### config.mk
export PLATFORM = sky130hd
export DESIGN_NAME = sync_fifo_param_flat
export DESIGN_NICKNAME = d
export VERILOG_FILES = /design/src/rtl/sync_fifo_param_if.sv /design/src/rtl/sync_fifo_param.sv /design/src/flat_wrapper.sv
export SDC_FILE = /design/constraint.sdc
export NUM_CORES = 1
export LEC_CHECK = 0
export BUFFER_PORTS_ARGS = -buffer_cell sky130_fd_sc_hd__buf_2
export CAP_MARGIN = 0
export CORE_UTILIZATION = 30
export DETAILED_ROUTE_END_ITERATION = 7
export PLACE_DENSITY = 0.52
export SLEW_MARGIN = 20
export SYNTH_ARGS = -nofsm -noshare
export SYNTH_HDL_FRONTEND = slang
export SYNTH_SLANG_ARGS = --single-unit
### constraint.sdc
create_clock -name clk -period 4.2 [get_ports clk]
set_clock_uncertainty 0.05 [all_clocks]
set_input_delay 0.21 -clock clk [delete_from_list [all_inputs] [get_ports clk]]
set_output_delay 0.21 -clock clk [all_outputs]
set_load 0.01 [all_outputs]
### src/rtl/sync_fifo_param_if.sv
// Producer/consumer bundle for sync_fifo_param: request, data and status signals.
interface sync_fifo_param_if #(
    parameter int DATA_W = 32,
    parameter int DEPTH  = 8
) ();
    localparam int CW = $clog2(DEPTH) + 1;

    logic              wr;
    logic              rd;
    logic              flush;
    logic [DATA_W-1:0] data_in;
    logic [DATA_W-1:0] data_out;
    logic              full;
    logic              empty;
    logic              almost_full;
    logic              almost_empty;
    logic [CW-1:0]     fifo_cnt;
    logic              overflow;
    logic              underflow;

    // Side that drives requests and observes status (producer/consumer).
    modport master (
        output wr, rd, flush, data_in,
        input  data_out, full, empty, almost_full, almost_empty,
               fifo_cnt, overflow, underflow
    );

    // FIFO side.
    modport slave (
        input  wr, rd, flush, data_in,
        output data_out, full, empty, almost_full, almost_empty,
               fifo_cnt, overflow, underflow
    );
endinterface

### src/rtl/sync_fifo_param.sv
// Parametrised single-clock FIFO with registered read data, programmable
// almost flags, synchronous flush and one-cycle overflow/underflow pulses.
module sync_fifo_param #(
    parameter int DATA_W   = 32,
    parameter int DEPTH    = 8,
    parameter int AF_LEVEL = DEPTH - 2,
    parameter int AE_LEVEL = 2
) (
    input  logic              clk,
    input  logic              rst,
    sync_fifo_param_if.slave  bus
);
    localparam int AW = $clog2(DEPTH);
    localparam int CW = AW + 1;
    localparam logic [CW-1:0] DEPTH_C = CW'(DEPTH);
    localparam logic [CW-1:0] AF_C    = CW'(AF_LEVEL);
    localparam logic [CW-1:0] AE_C    = CW'(AE_LEVEL);

    logic [DATA_W-1:0] mem [DEPTH];
    logic [AW-1:0]     wr_ptr;
    logic [AW-1:0]     rd_ptr;
    logic [CW-1:0]     cnt;
    logic [DATA_W-1:0] dout;
    logic              ovf;
    logic              unf;
    logic              rd_ok;
    logic              wr_ok;
    logic              full_i;
    logic              empty_i;

    // Status decode from the count register only; a read frees a slot for a same-cycle write.
    always_comb begin
        full_i  = (cnt == DEPTH_C);
        empty_i = (cnt == '0);
        rd_ok   = bus.rd && !empty_i;
        wr_ok   = bus.wr && (!full_i || rd_ok);
    end

    // Storage is not reset; pointers alone decide what is readable.
    always_ff @(posedge clk) begin
        if (rst && !bus.flush && wr_ok)
            mem[wr_ptr] <= bus.data_in;
    end

    // Pointers, occupancy, read data and error pulses; flush overrides requests.
    always_ff @(posedge clk or negedge rst) begin
        if (!rst) begin
            wr_ptr <= '0;
            rd_ptr <= '0;
            cnt    <= '0;
            dout   <= '0;
            ovf    <= 1'b0;
            unf    <= 1'b0;
        end else if (bus.flush) begin
            wr_ptr <= '0;
            rd_ptr <= '0;
            cnt    <= '0;
            ovf    <= 1'b0;
            unf    <= 1'b0;
        end else begin
            ovf <= bus.wr && !wr_ok;
            unf <= bus.rd && !rd_ok;
            if (wr_ok)
                wr_ptr <= wr_ptr + 1'b1;
            if (rd_ok) begin
                rd_ptr <= rd_ptr + 1'b1;
                dout   <= mem[rd_ptr];
            end
            case ({wr_ok, rd_ok})
                2'b10:   cnt <= cnt + 1'b1;
                2'b01:   cnt <= cnt - 1'b1;
                default: cnt <= cnt;
            endcase
        end
    end

    assign bus.data_out     = dout;
    assign bus.fifo_cnt     = cnt;
    assign bus.full         = full_i;
    assign bus.empty        = empty_i;
    assign bus.almost_full  = (cnt >= AF_C);
    assign bus.almost_empty = (cnt <= AE_C);
    assign bus.overflow     = ovf;
    assign bus.underflow    = unf;
endmodule

### src/flat_wrapper.sv
// flat-port wrapper written by rule: the top's interface ports become plain ports
module sync_fifo_param_flat 
#(
    parameter int DATA_W   = 32,
    parameter int DEPTH    = 8,
    parameter int AF_LEVEL = DEPTH - 2,
    parameter int AE_LEVEL = 2
)
  (clk, rst, bus_wr, bus_rd, bus_flush, bus_data_in, bus_data_out, bus_full, bus_empty, bus_almost_full, bus_almost_empty, bus_fifo_cnt, bus_overflow, bus_underflow);
  sync_fifo_param_if #(.DATA_W(DATA_W), .DEPTH(DEPTH)) bus_i ();
  input  logic clk;
  input  logic rst;
  input wire logic [$bits(bus_i.wr)-1:0] bus_wr;
  input wire logic [$bits(bus_i.rd)-1:0] bus_rd;
  input wire logic [$bits(bus_i.flush)-1:0] bus_flush;
  input wire logic [$bits(bus_i.data_in)-1:0] bus_data_in;
  output wire logic [$bits(bus_i.data_out)-1:0] bus_data_out;
  output wire logic [$bits(bus_i.full)-1:0] bus_full;
  output wire logic [$bits(bus_i.empty)-1:0] bus_empty;
  output wire logic [$bits(bus_i.almost_full)-1:0] bus_almost_full;
  output wire logic [$bits(bus_i.almost_empty)-1:0] bus_almost_empty;
  output wire logic [$bits(bus_i.fifo_cnt)-1:0] bus_fifo_cnt;
  output wire logic [$bits(bus_i.overflow)-1:0] bus_overflow;
  output wire logic [$bits(bus_i.underflow)-1:0] bus_underflow;
  assign bus_i.wr = bus_wr;
  assign bus_i.rd = bus_rd;
  assign bus_i.flush = bus_flush;
  assign bus_i.data_in = bus_data_in;
  assign bus_data_out = bus_i.data_out;
  assign bus_full = bus_i.full;
  assign bus_empty = bus_i.empty;
  assign bus_almost_full = bus_i.almost_full;
  assign bus_almost_empty = bus_i.almost_empty;
  assign bus_fifo_cnt = bus_i.fifo_cnt;
  assign bus_overflow = bus_i.overflow;
  assign bus_underflow = bus_i.underflow;
  sync_fifo_param #(.DATA_W(DATA_W), .DEPTH(DEPTH), .AF_LEVEL(AF_LEVEL), .AE_LEVEL(AE_LEVEL)) u_core (.clk(clk), .rst(rst), .bus(bus_i));
endmodule
==> summary.md <==
| Metric | Value |
|---|---|
| Area of the die | 39040 sq um |
| Vias per cell | 4.527 |
| Share of total power in sequential cells | 45.0% |
| Cell area after placement | 12590 sq um |
| Ratio of cells with drive above 1 in the final layout | 31.26% |
| Worst hold path stage count | 2 |
| Data arrival time of the critical path | 2.94 ns |
| Number of iterations in the first detailed-routing pass | 4 |
| Cell count of the worst reg-to-reg path | 5 |
| Setup TNS | 0 ns |
| Final-report max-slew violation count | 0 |
| Clock net sink count | 300 |
| Root buffer selected by CTS | clkbuf_16 |
| Prevailing post-synth register cell | edfxtp_1 |
| Synthesized net count | 601 |
| Max-Cap Viols | 0 |
| Worst Path Buf+Inv | 1 |
| Pwr dens | 579.6 nW/um^2 |
| Netlist Area Pre-Place | 11470 sq um |
| Standard cell with the maximum stage delay on the critical path | nor2_4 |
| Setup repair after global routing missed its margin | no |
| Post-route cell area | 14040 sq um |
| Number of hold-repair buffers added at the cts stage | 34 |
| Required time of the critical path | 4.33 ns |
| Switching power | 2.133 mW |
| Proportion of power drawn by combinational gates | 19.8% |
| Final cycle utilization of the critical path | 66.96% |
| Net total in the final layout | 740 |
| Pin count of the biggest net entering global routing | 51 |
| Post-synth cell types | 39 |
| Clock Latency Late Sink | 0.50 ns |
| Die outline width | 197.6 um |
| Post-route non-filler standard cell count | 1234 |
| Synth-to-layout area growth | 22.33% |
| Worst rel slew slack | 40.56% |
| Post-detailed-route DRC marker count | 0 |
| Int Pwr | 6.003 mW |
| Antenna violations before repair | 0 |
| Number of diodes | 0 |
| Cts bufs inserted | 34 |
| Quantity of gates resized following cts | 0 |
| Worst-case clock buffer depth | 3 |
| Worst IR Drop VDD | 0.0002182 V |
| Input/output buffers | 78 |
| Vias | 5586 |
| Via count of the first global-routing pass | 6068 |
| Number of hold violations in the final report | 0 |
| Mean instance size in the synthesized netlist | 20.53 sq um |
| Count of flip-flops with a built-in enable after synthesis | 256 |
| Critical path's largest stage delay | 0.62 ns |
| Kind of cell adding the most delay to the critical path | simple AND/OR/NAND/NOR gates |
| Number of nets still failing antenna checks after routing | 0 |
| Effective utilization at floorplan | 30.46% |
| Gate Count Post-Synth | 559 |
| Detailed placer's ending HPWL | 14120 um |
| Reg-to-reg critical path endpoint | u_core.mem[7][17] |
| Worst path cell trace | or3_1 > o21ai_1 > or3b_1 > nor2_4 > buf_4 |
| RD Place Congestion | 0.7031 |
| Transition at the pin with the smallest max-transition slack | 0.8916 ns |
| Hold slack | 0.04652 ns |
| Initial DRC count | 250 |
| Clk network pwr share | 35.2% |
| Time the final worst path needs with I/O delays and setup | 2.812 ns |
| Register-to-register path setup slack | 1.39 ns |
| Total GRT Usage | 12.78% |
| Post-CTS repair timing setup buffer count | 0 |
| Hold Path End | u_core.rd_ptr[0] |
| Number of fillers in the final layout | 3514 |
| Highest achievable clock rate | 355.6 MHz |
| Clock-pin transition on the worst setup and hold timing paths | 0.05 ns |
| Sequential share of the synthesized area | 76.59% |
| Total number of H-tree levels | 2 |
| Reported leakage power | 4.589 nW |
| Critical path type | reg -> reg |
| TritonCTS clock tree | yes |
| Worst r2r src | u_core.bus.fifo_cnt[0] |
| Critical Path End Type | register |
| Proportion of register bits with asynchronous set or reset after synthesis | 14.67% |
| Sequential cell area | 8795 sq um |
| Total grt overflow | 0 |
| Die span in y | 197.6 um |
| Final setup vio count | 0 |
| Min-Delay Startpoint | bus_flush |
| CP startpoint kind | register |
| Placed insts | 1138 |
| Run status | complete, no violations |
| Wire length reported by the detailed router | 24110 um |
| Syn. warnings | 0 |
| Synth Register Bits | 300 |
| Post-detailed-route wirelength per cell | 19.54 um |
| Combined area of the multi-input logic cells | 2601 sq um |
| First-pass GRT wire length | 37380 um |
| FP Rows | 71 |
| Floorplan Core Area | 37670 sq um |
| Maximum fanout along the worst path | 20 |
| Number of top-level pins | 79 |
| Net switching share of the total power | 26.22% |
| Type of the worst min-delay path | in -> reg |
[routing by layer]
metal	up-vias	track usage [%]	part of all wire, %
met5	-	0	0
met4	0	3.158	1.9
met3	38	2.202	3.6
met2	119	21.47	50
met1	2895	17.17	45
li1	2534	-	-
[synth_stat cells, types with 3 or more instances]
cell | number | area (sq um)
buf_4 | 5 | 37.54
xor2_1 | 4 | 35.03
edfxtp_1 | 256 | 7687
buf_1 | 6 | 22.52
ha_1 | 4 | 50.05
nand2b_1 | 5 | 31.28
nand2_1 | 3 | 11.26
clkbuf_1 | 4 | 15.01
mux4_2 | 64 | 1441
nor2b_1 | 3 | 18.77
buf_2 | 9 | 45.04
nor2_1 | 45 | 168.9
nor3_1 | 5 | 25.02
nand3_1 | 5 | 25.02
mux2i_1 | 34 | 340.3
dfrtp_1 | 44 | 1101
a21oi_1 | 35 | 175.2
[worst max-delay path by stage]
| stage | end | from | depth (start not counted) |
|---|---|---|---|
| after floorplan | u_core.mem[6][0] | u_core.bus.fifo_cnt[0] | 4 |
| after global placement | u_core.mem[7][24] | u_core.bus.fifo_cnt[0] | 5 |
| after detailed placement | u_core.mem[7][17] | u_core.bus.fifo_cnt[0] | 5 |
| after CTS | u_core.mem[7][17] | u_core.bus.fifo_cnt[0] | 5 |
| after global routing | u_core.mem[7][17] | u_core.bus.fifo_cnt[0] | 5 |
| final | u_core.mem[7][17] | u_core.bus.fifo_cnt[0] | 5 |
[cell usage in the layout, fill, tap and decap left out, drive strengths merged, types with 2 or more instances in the layout]
master,n
edfxtp,256
buf,95
mux4,64
nor2,46
clkbuf,46
dfrtp,44
a21oi,36
mux2i,34
dlygate4sd3,34
clkinv,10
nand3,5
nand2b,5
nor3,5
xor2,4
ha,4
nand2,3
nor2b,3
bufinv,3
and2,2
or3,2
a211oi,2
nor3b,2
mux2,2
o211ai,2
inv,2
o21ai,2
or3b,2
[stage by stage]
step / power [mW] / utilization, % / setup slack [ns]
2_1_floorplan: 4.800 / - / 0.2127
3_3_place_gp: 5.291 / 33.31 / 1.425
3_5_place_dp: 5.330 / 33.42 / 1.349
4_1_cts: 8.247 / 37.19 / 1.346
5_1_grt: 8.535 / 37.27 / 1.208
6_report: 8.136 / 37.27 / 1.388
[cell families (layout without fill, tap and decap cells)]
kind of cell    after synthesis  count (layout)  synth area share, %
mux                         100             100                15.79
compound gates               45              45                2.246
simple gates                 77              77                3.162
xor+xnor                      5               5               0.3816
fa+ha+maj                     5               5               0.6106
flops                       300             300                76.59
buf+inv                      27             191                1.221
[sequential cells by signal, indices dropped and copies added, names as in the netlist]
register and count:
u_core.bus.data_out 32, u_core.mem 256, u_core.rd_ptr 3, u_core.bus.underflow 1
u_core.bus.overflow 1, u_core.bus.fifo_cnt 4, u_core.wr_ptr 3
[power by group through the flow]
stage	sequential [mW]	clock (mW)	combinational, mW
3_3_place_gp	3.81	0	1.48
6_report	3.66	2.86	1.61
2_1_floorplan	3.70	0	1.10
4_1_cts	3.77	2.94	1.53
5_1_grt	3.71	3.05	1.77
3_5_place_dp	3.83	0	1.50
[cell type report]
cell class	count	area share, %
inverter	1	0.02674
clock inverter	15	1.105
tap	511	4.555
sequential	300	62.65
timing repair buffer	129	6.525
clock buffer	46	6.605
multi-input combinational	232	18.53
Power figures use the tool's default switching activity.
